`config.mk`:
```
export PLATFORM = sky130hd
export DESIGN_NAME = store_buffer
export DESIGN_NICKNAME = d
export VERILOG_FILES = /design/src/rtl/store_buf_pkg.sv /design/src/rtl/sb_overlap_check.sv /design/src/rtl/store_buffer.sv
export SDC_FILE = /design/constraint.sdc
export NUM_CORES = 1
export LEC_CHECK = 0
export ABC_AREA = 1
export CAP_MARGIN = 25
export CORE_UTILIZATION = 25
export DETAILED_ROUTE_END_ITERATION = 7
export PLACE_DENSITY = 0.45
export SYNTH_ARGS = -nofsm -noshare
export SYNTH_HDL_FRONTEND = slang
export SYNTH_HIERARCHICAL = 1
export SYNTH_SLANG_ARGS = --single-unit
export TNS_END_PERCENT = 100
```
`constraint.sdc`:
```
create_clock -name clk -period 25.7 [get_ports clk]
set_input_delay 7.71 -clock clk [delete_from_list [all_inputs] [get_ports clk]]
set_output_delay 7.71 -clock clk [all_outputs]
set_load 0.1 [all_outputs]
```
`src/rtl/store_buf_pkg.sv`:
```
// Shared types and constants for the posted-store buffer.
//   SB_WIDTH       : address/data width held in each buffered entry
//   MEMTYPE_BYTE/WORD : encoding of the MemType bit (1 = byte, 0 = word)
//   sb_entry_t     : one buffered store {addr, data, memtype}
package store_buf_pkg;
  localparam int   SB_WIDTH     = 32;
  localparam logic MEMTYPE_BYTE = 1'b1;
  localparam logic MEMTYPE_WORD = 1'b0;

  typedef struct packed {
    logic [SB_WIDTH-1:0] addr;
    logic [SB_WIDTH-1:0] data;
    logic                memtype;
  } sb_entry_t;
endpackage

```
`src/rtl/sb_overlap_check.sv`:
```
// Footprint compare of one buffered store against the current load address.
// Ports:
//   entry         : buffered store (validity is qualified by the caller)
//   ld_addr       : load byte address
//   covers_byte   : entry writes the byte at ld_addr
//   overlaps_word : entry footprint intersects [ld_addr .. ld_addr+3]
//   exact_word    : entry is a word store at exactly ld_addr
//   fwd_byte      : entry's byte that lands on ld_addr (valid with covers_byte)
// All address arithmetic wraps modulo 2^SB_WIDTH, so misaligned words that
// straddle the top of the address space compare correctly.
module sb_overlap_check
  import store_buf_pkg::*;
(
  input  sb_entry_t           entry,
  input  logic [SB_WIDTH-1:0] ld_addr,
  output logic                covers_byte,
  output logic                overlaps_word,
  output logic                exact_word,
  output logic [7:0]          fwd_byte
);
  logic [SB_WIDTH-1:0] w_d_le;  // load minus entry
  logic [SB_WIDTH-1:0] w_d_el;  // entry minus load
  logic                w_is_byte;

  assign w_d_le    = ld_addr - entry.addr;
  assign w_d_el    = entry.addr - ld_addr;
  assign w_is_byte = (entry.memtype == MEMTYPE_BYTE);

  assign covers_byte   = w_is_byte ? (w_d_le == '0) : (w_d_le < SB_WIDTH'(4));
  // Two 4-byte windows intersect iff either start lies inside the other.
  assign overlaps_word = (w_d_el < SB_WIDTH'(4)) ||
                         (!w_is_byte && (w_d_le < SB_WIDTH'(4)));
  assign exact_word    = !w_is_byte && (w_d_le == '0);

  // Little-endian lane select; byte entries only cover offset 0.
  always_comb begin
    fwd_byte = entry.data[7:0];
    case (w_d_le[1:0])
      2'd1:    fwd_byte = entry.data[15:8];
      2'd2:    fwd_byte = entry.data[23:16];
      2'd3:    fwd_byte = entry.data[31:24];
      default: fwd_byte = entry.data[7:0];
    endcase
  end
endmodule

```
`src/rtl/store_buffer.sv`:
```
// Posted-store FIFO between the MEM-stage load/store path and a byte-addressed
// data memory with one shared address port and combinational read.
// Stores are queued and retired only in cycles the CPU is not using the port
// (or while the CPU is stalled). Loads see pending stores via forwarding or
// are stalled until the overlapping stores have drained.
// Ports:
//   clk, rst_n      : clock, synchronous active-low reset
//   cpu_we/cpu_re   : store / load request (both high is treated as a store)
//   cpu_memtype     : 1 = byte, 0 = word
//   cpu_addr/cpu_wd : byte address / store data (byte stores use [7:0])
//   fence           : stall and drain until the buffer is empty
//   cpu_rd          : load data (0 when no load is accepted)
//   stall           : request not accepted this cycle
//   mem_*           : memory port; mem_rd is combinational from mem_addr
//   sb_empty        : no pending stores
// Build option: STORE_BUF_FWD_EN enables store-to-load forwarding; without it
// any load touching a pending store stalls until that store has drained.
module store_buffer
  import store_buf_pkg::*;
#(
  parameter int WIDTH = SB_WIDTH,  // must equal SB_WIDTH (entry field width)
  parameter int DEPTH = 4          // power of two, >= 2
) (
  input  logic             clk,
  input  logic             rst_n,
  input  logic             cpu_we,
  input  logic             cpu_re,
  input  logic             cpu_memtype,
  input  logic [WIDTH-1:0] cpu_addr,
  input  logic [WIDTH-1:0] cpu_wd,
  input  logic             fence,
  output logic [WIDTH-1:0] cpu_rd,
  output logic             stall,
  output logic             mem_we,
  output logic             mem_memtype,
  output logic [WIDTH-1:0] mem_addr,
  output logic [WIDTH-1:0] mem_wd,
  input  logic [WIDTH-1:0] mem_rd,
  output logic             sb_empty
);
`ifdef STORE_BUF_FWD_EN
  localparam bit FWD_EN = 1'b1;
`else
  localparam bit FWD_EN = 1'b0;
`endif
  localparam int PW = $clog2(DEPTH);

  sb_entry_t     r_q [DEPTH];
  logic [PW-1:0] r_head, r_tail;
  logic [PW:0]   r_count;  // extra bit separates full from empty

  logic [DEPTH-1:0]      w_cov, w_ovl, w_exact;
  logic [DEPTH-1:0][7:0] w_fb;

  for (genvar gi = 0; gi < DEPTH; gi++) begin : g_chk
    sb_overlap_check u_chk (
      .entry         (r_q[gi]),
      .ld_addr       (SB_WIDTH'(cpu_addr)),
      .covers_byte   (w_cov[gi]),
      .overlaps_word (w_ovl[gi]),
      .exact_word    (w_exact[gi]),
      .fwd_byte      (w_fb[gi])
    );
  end

  // Walk oldest -> youngest so the last hit written is the youngest one.
  logic            w_byte_hit, w_word_hit, w_word_exact;
  logic [7:0]      w_byte_val;
  logic [SB_WIDTH-1:0] w_word_data;
  logic [PW-1:0]   w_sel;

  always_comb begin
    w_byte_hit   = 1'b0;
    w_byte_val   = '0;
    w_word_hit   = 1'b0;
    w_word_exact = 1'b0;
    w_word_data  = '0;
    w_sel        = '0;
    for (int k = 0; k < DEPTH; k++) begin
      w_sel = r_head + PW'(k);
      if ((PW+1)'(k) < r_count) begin
        if (w_cov[w_sel]) begin
          w_byte_hit = 1'b1;
          w_byte_val = w_fb[w_sel];
        end
        if (w_ovl[w_sel]) begin
          w_word_hit   = 1'b1;
          w_word_exact = w_exact[w_sel];
          w_word_data  = r_q[w_sel].data;
        end
      end
    end
  end

  logic w_load, w_is_byte, w_conflict, w_full, w_stall, w_drain, w_push;

  assign w_load    = cpu_re && !cpu_we;
  assign w_is_byte = (cpu_memtype == MEMTYPE_BYTE);
  // With forwarding, a byte load is always satisfiable and a word load only
  // when the youngest overlapping store is a word at the same address.
  assign w_conflict = w_is_byte ? (!FWD_EN && w_byte_hit)
                                : (w_word_hit && !(FWD_EN && w_word_exact));
  assign w_full  = cpu_we && (r_count == (PW+1)'(DEPTH));
  assign w_stall = rst_n && (w_full || (w_load && w_conflict) ||
                             (fence && (r_count != '0)));
  // Port is free when the CPU is idle or its request is being held off.
  assign w_drain = rst_n && (r_count != '0) && ((!cpu_we && !cpu_re) || w_stall);
  assign w_push  = rst_n && cpu_we && !w_stall;

  assign stall       = w_stall;
  assign sb_empty    = !rst_n || (r_count == '0);
  assign mem_we      = w_drain;
  assign mem_addr    = w_drain ? WIDTH'(r_q[r_head].addr) : cpu_addr;
  assign mem_wd      = w_drain ? WIDTH'(r_q[r_head].data) : cpu_wd;
  assign mem_memtype = w_drain ? r_q[r_head].memtype      : cpu_memtype;

  always_comb begin
    cpu_rd = '0;
    if (rst_n && w_load && !w_stall) begin
      if (w_is_byte)
        cpu_rd = {{(WIDTH-8){1'b0}}, (FWD_EN && w_byte_hit) ? w_byte_val : mem_rd[7:0]};
      else
        cpu_rd = (FWD_EN && w_word_hit) ? WIDTH'(w_word_data) : mem_rd;
    end
  end

  always_ff @(posedge clk) begin
    if (!rst_n) begin
      r_head  <= '0;
      r_tail  <= '0;
      r_count <= '0;
    end else begin
      if (w_push) begin
        r_q[r_tail] <= '{addr: SB_WIDTH'(cpu_addr), data: SB_WIDTH'(cpu_wd),
                         memtype: cpu_memtype};
        r_tail      <= r_tail + PW'(1);
      end
      if (w_drain) r_head <= r_head + PW'(1);
      case ({w_push, w_drain})
        2'b10:   r_count <= r_count + (PW+1)'(1);
        2'b01:   r_count <= r_count - (PW+1)'(1);
        default: r_count <= r_count;
      endcase
    end
  end
endmodule
```
==> results of run 1 <==
cells in the final DEF, fill, tap and decap left out, types with 71 or more instances in the layout:
master,count
a21oi_1,277
clkdlybuf4s50_1,201
edfxtp_1,260
ha_1,257
inv_1,942
nand2_1,1982
nand3_1,334
nand4_1,83
nor2_1,333
nor2_2,71
area by class of cell:
type	instances	share of cell area [%]
Clock inverter	15	0.457
Timing Repair Buffer	240	6.66
Inverter	982	10.3
Sequential cell	269	22.3
Clock buffer	43	2.32
Tap cell	1625	5.67
Multi-Input combinational cell	3699	52.3
final timing paths:
kind                start  cells after the start            to
min reg2reg     r_tail[0]                      3     r_tail[0]
min             r_tail[0]                      3     r_tail[0]
max          cpu_addr[20]                     25  mem_addr[14]
max reg2reg    r_q[2][50]                     25    r_q[2][39]
registers in the layout, summed over array words and instances, names as in the netlist, named ones only:
| register | count |
|---|---|
| r_q | 260 |
| r_count | 3 |
| r_tail | 2 |
| r_head | 2 |
power breakdown:
| part | internal [mW] | switching [mW] | leakage (nW) |
|---|---|---|---|
| combinational | 0.190 | 0.486 | 15.7 |
| clock | 0.256 | 0.194 | 0.480 |
| sequential | 0.501 | 0.0157 | 2.43 |
| total | 0.946 | 0.696 | 18.6 |
worst max-delay path: cells and delay by family:
family                   cells  cell delay [ns]
AO/OA/AOI/OAI                2             0.89
adder cells (fa/ha/maj)      1             0.84
buffers and inverters        4             2.45
AND/OR/NAND/NOR             18             2.85
metrics by stage:
stage	hold slack (ns)	instances	instance area [sq um]	utilization, %	total power, mW
2_1_floorplan	0.508	5035	30800	-	0.977
3_3_place_gp	0.538	6810	34700	28.4	1.20
3_5_place_dp	0.546	6815	34800	28.5	1.20
4_1_cts	0.556	6873	35800	29.4	1.65
5_1_grt	0.622	6873	35800	29.4	1.73
6_report	0.557	6873	35800	29.4	1.64
routing by layer:
layer	part of all wire, %	GRT usage [%]	wire (um)	up-vias
li1	-	-	-	16100
met1	48	28.5	62300	14900
met2	45	33.8	58600	755
met3	5.1	2.46	6670	102
met4	1.8	3.48	2370	2
met5	0.013	0	17	-
==> qor.yml, run 1 <==
antenna_found_initial: 4
syn_inst: 5035
firstDrtPassIters: 6
die_w_um: 353
grt_first_pass_wirelength_mm: 194
setup-violations-final: 0
multi_input_area_sq_um: 18700
status: "finished clean"
crit_top_cell: "nand2_1"
finalHoldViolations: 0
drive_gt1_share_pct: 5.43
fp.dieArea_sq_um: 125000
diodes: 0
rsz0062_at_grt: "no"
slew_viol_final: 0
cts.path.max_buffers: 3
fmax_mhz: 44.3
hp-class: "reg2reg"
first_iter_violations: 2427
via_per_inst: 4.64
setup_tns_ns: 0
clk-insertion-delay-late_ns: 0.63
post-place-ws_ns: 3.20
synthToLayoutAreaGrowth_pct: 16.3
numCtsBuffers: 31
cts_resized: 0
cp-end-kind: "output port"
fin_worst_skew_ns: 0.0309
syn_area_per_cell_sq_um: 6.12
hpwl_mm: 108
ant_nets: 0
cts_root_buffer: "clkbuf_16"
regArea_sq_um: 7990
routed_wl_mm: 130
syn-num-nets: 5398
crit_fanout: 131
yosys_warnings: 6
num-nets-final: 5586
fp.dieH_um: 353
place_congestion: 0.981
r2r_slack_ns: 19.54
fillCellCount: 13900
grt-ovfl-total: 0
hold_buffers: 0
power_density_nw_per_um2: 45.8
cp.required_ns: 17.99
fin_crit_sh_pct: 87.9
grt_max_degree: 132
max_slew_margin_pct: 25.8
critPathArrivalTime_ns: 14.87
worst_slack_ns: 3.12
clock_sinks: 269
maxCapViolCount: 0
grt_pass1_vias: 30500
ir_drop_mv: 0.0529
rows: 128
max_stage_delay_ns: 1.27
core_sq_um: 122000
cts_max_level: 1
clkTransAtPathRegs_ns: 0.06
drc: 0
worst_pin_slew_ns: 1.11
via_count: 31900
post_cts_buffers: 0
syn-cell-area_sq_um: 30800
cp_slowest_cell: "clkdlybuf4s50_1"
cts_tree: "yes"
power_leakage_nw: 18.6
start_kind: "input pin"
port_buffers: 201
period_needed_ns: 22.58
ios: 202
path_class: "in2out"
wl_per_cell_um: 18.9
grt_use_total_pct: 20.4
initial_core_util_pct: 25.3
Note: power is estimated with default switching activity, not from simulation.
==> run 2: changes to the inputs <==
--- a/config.mk
+++ b/config.mk
@@ -8,6 +8,7 @@
 export ABC_AREA = 1
 export CAP_MARGIN = 25
 export CORE_UTILIZATION = 25
+export CTS_CLUSTER_SIZE = 16
 export DETAILED_ROUTE_END_ITERATION = 7
 export PLACE_DENSITY = 0.45
 export SYNTH_ARGS = -nofsm -noshare
==> results of run 2 <==
Same layout as run 1: the final DEF is identical, and so are final timing and power.
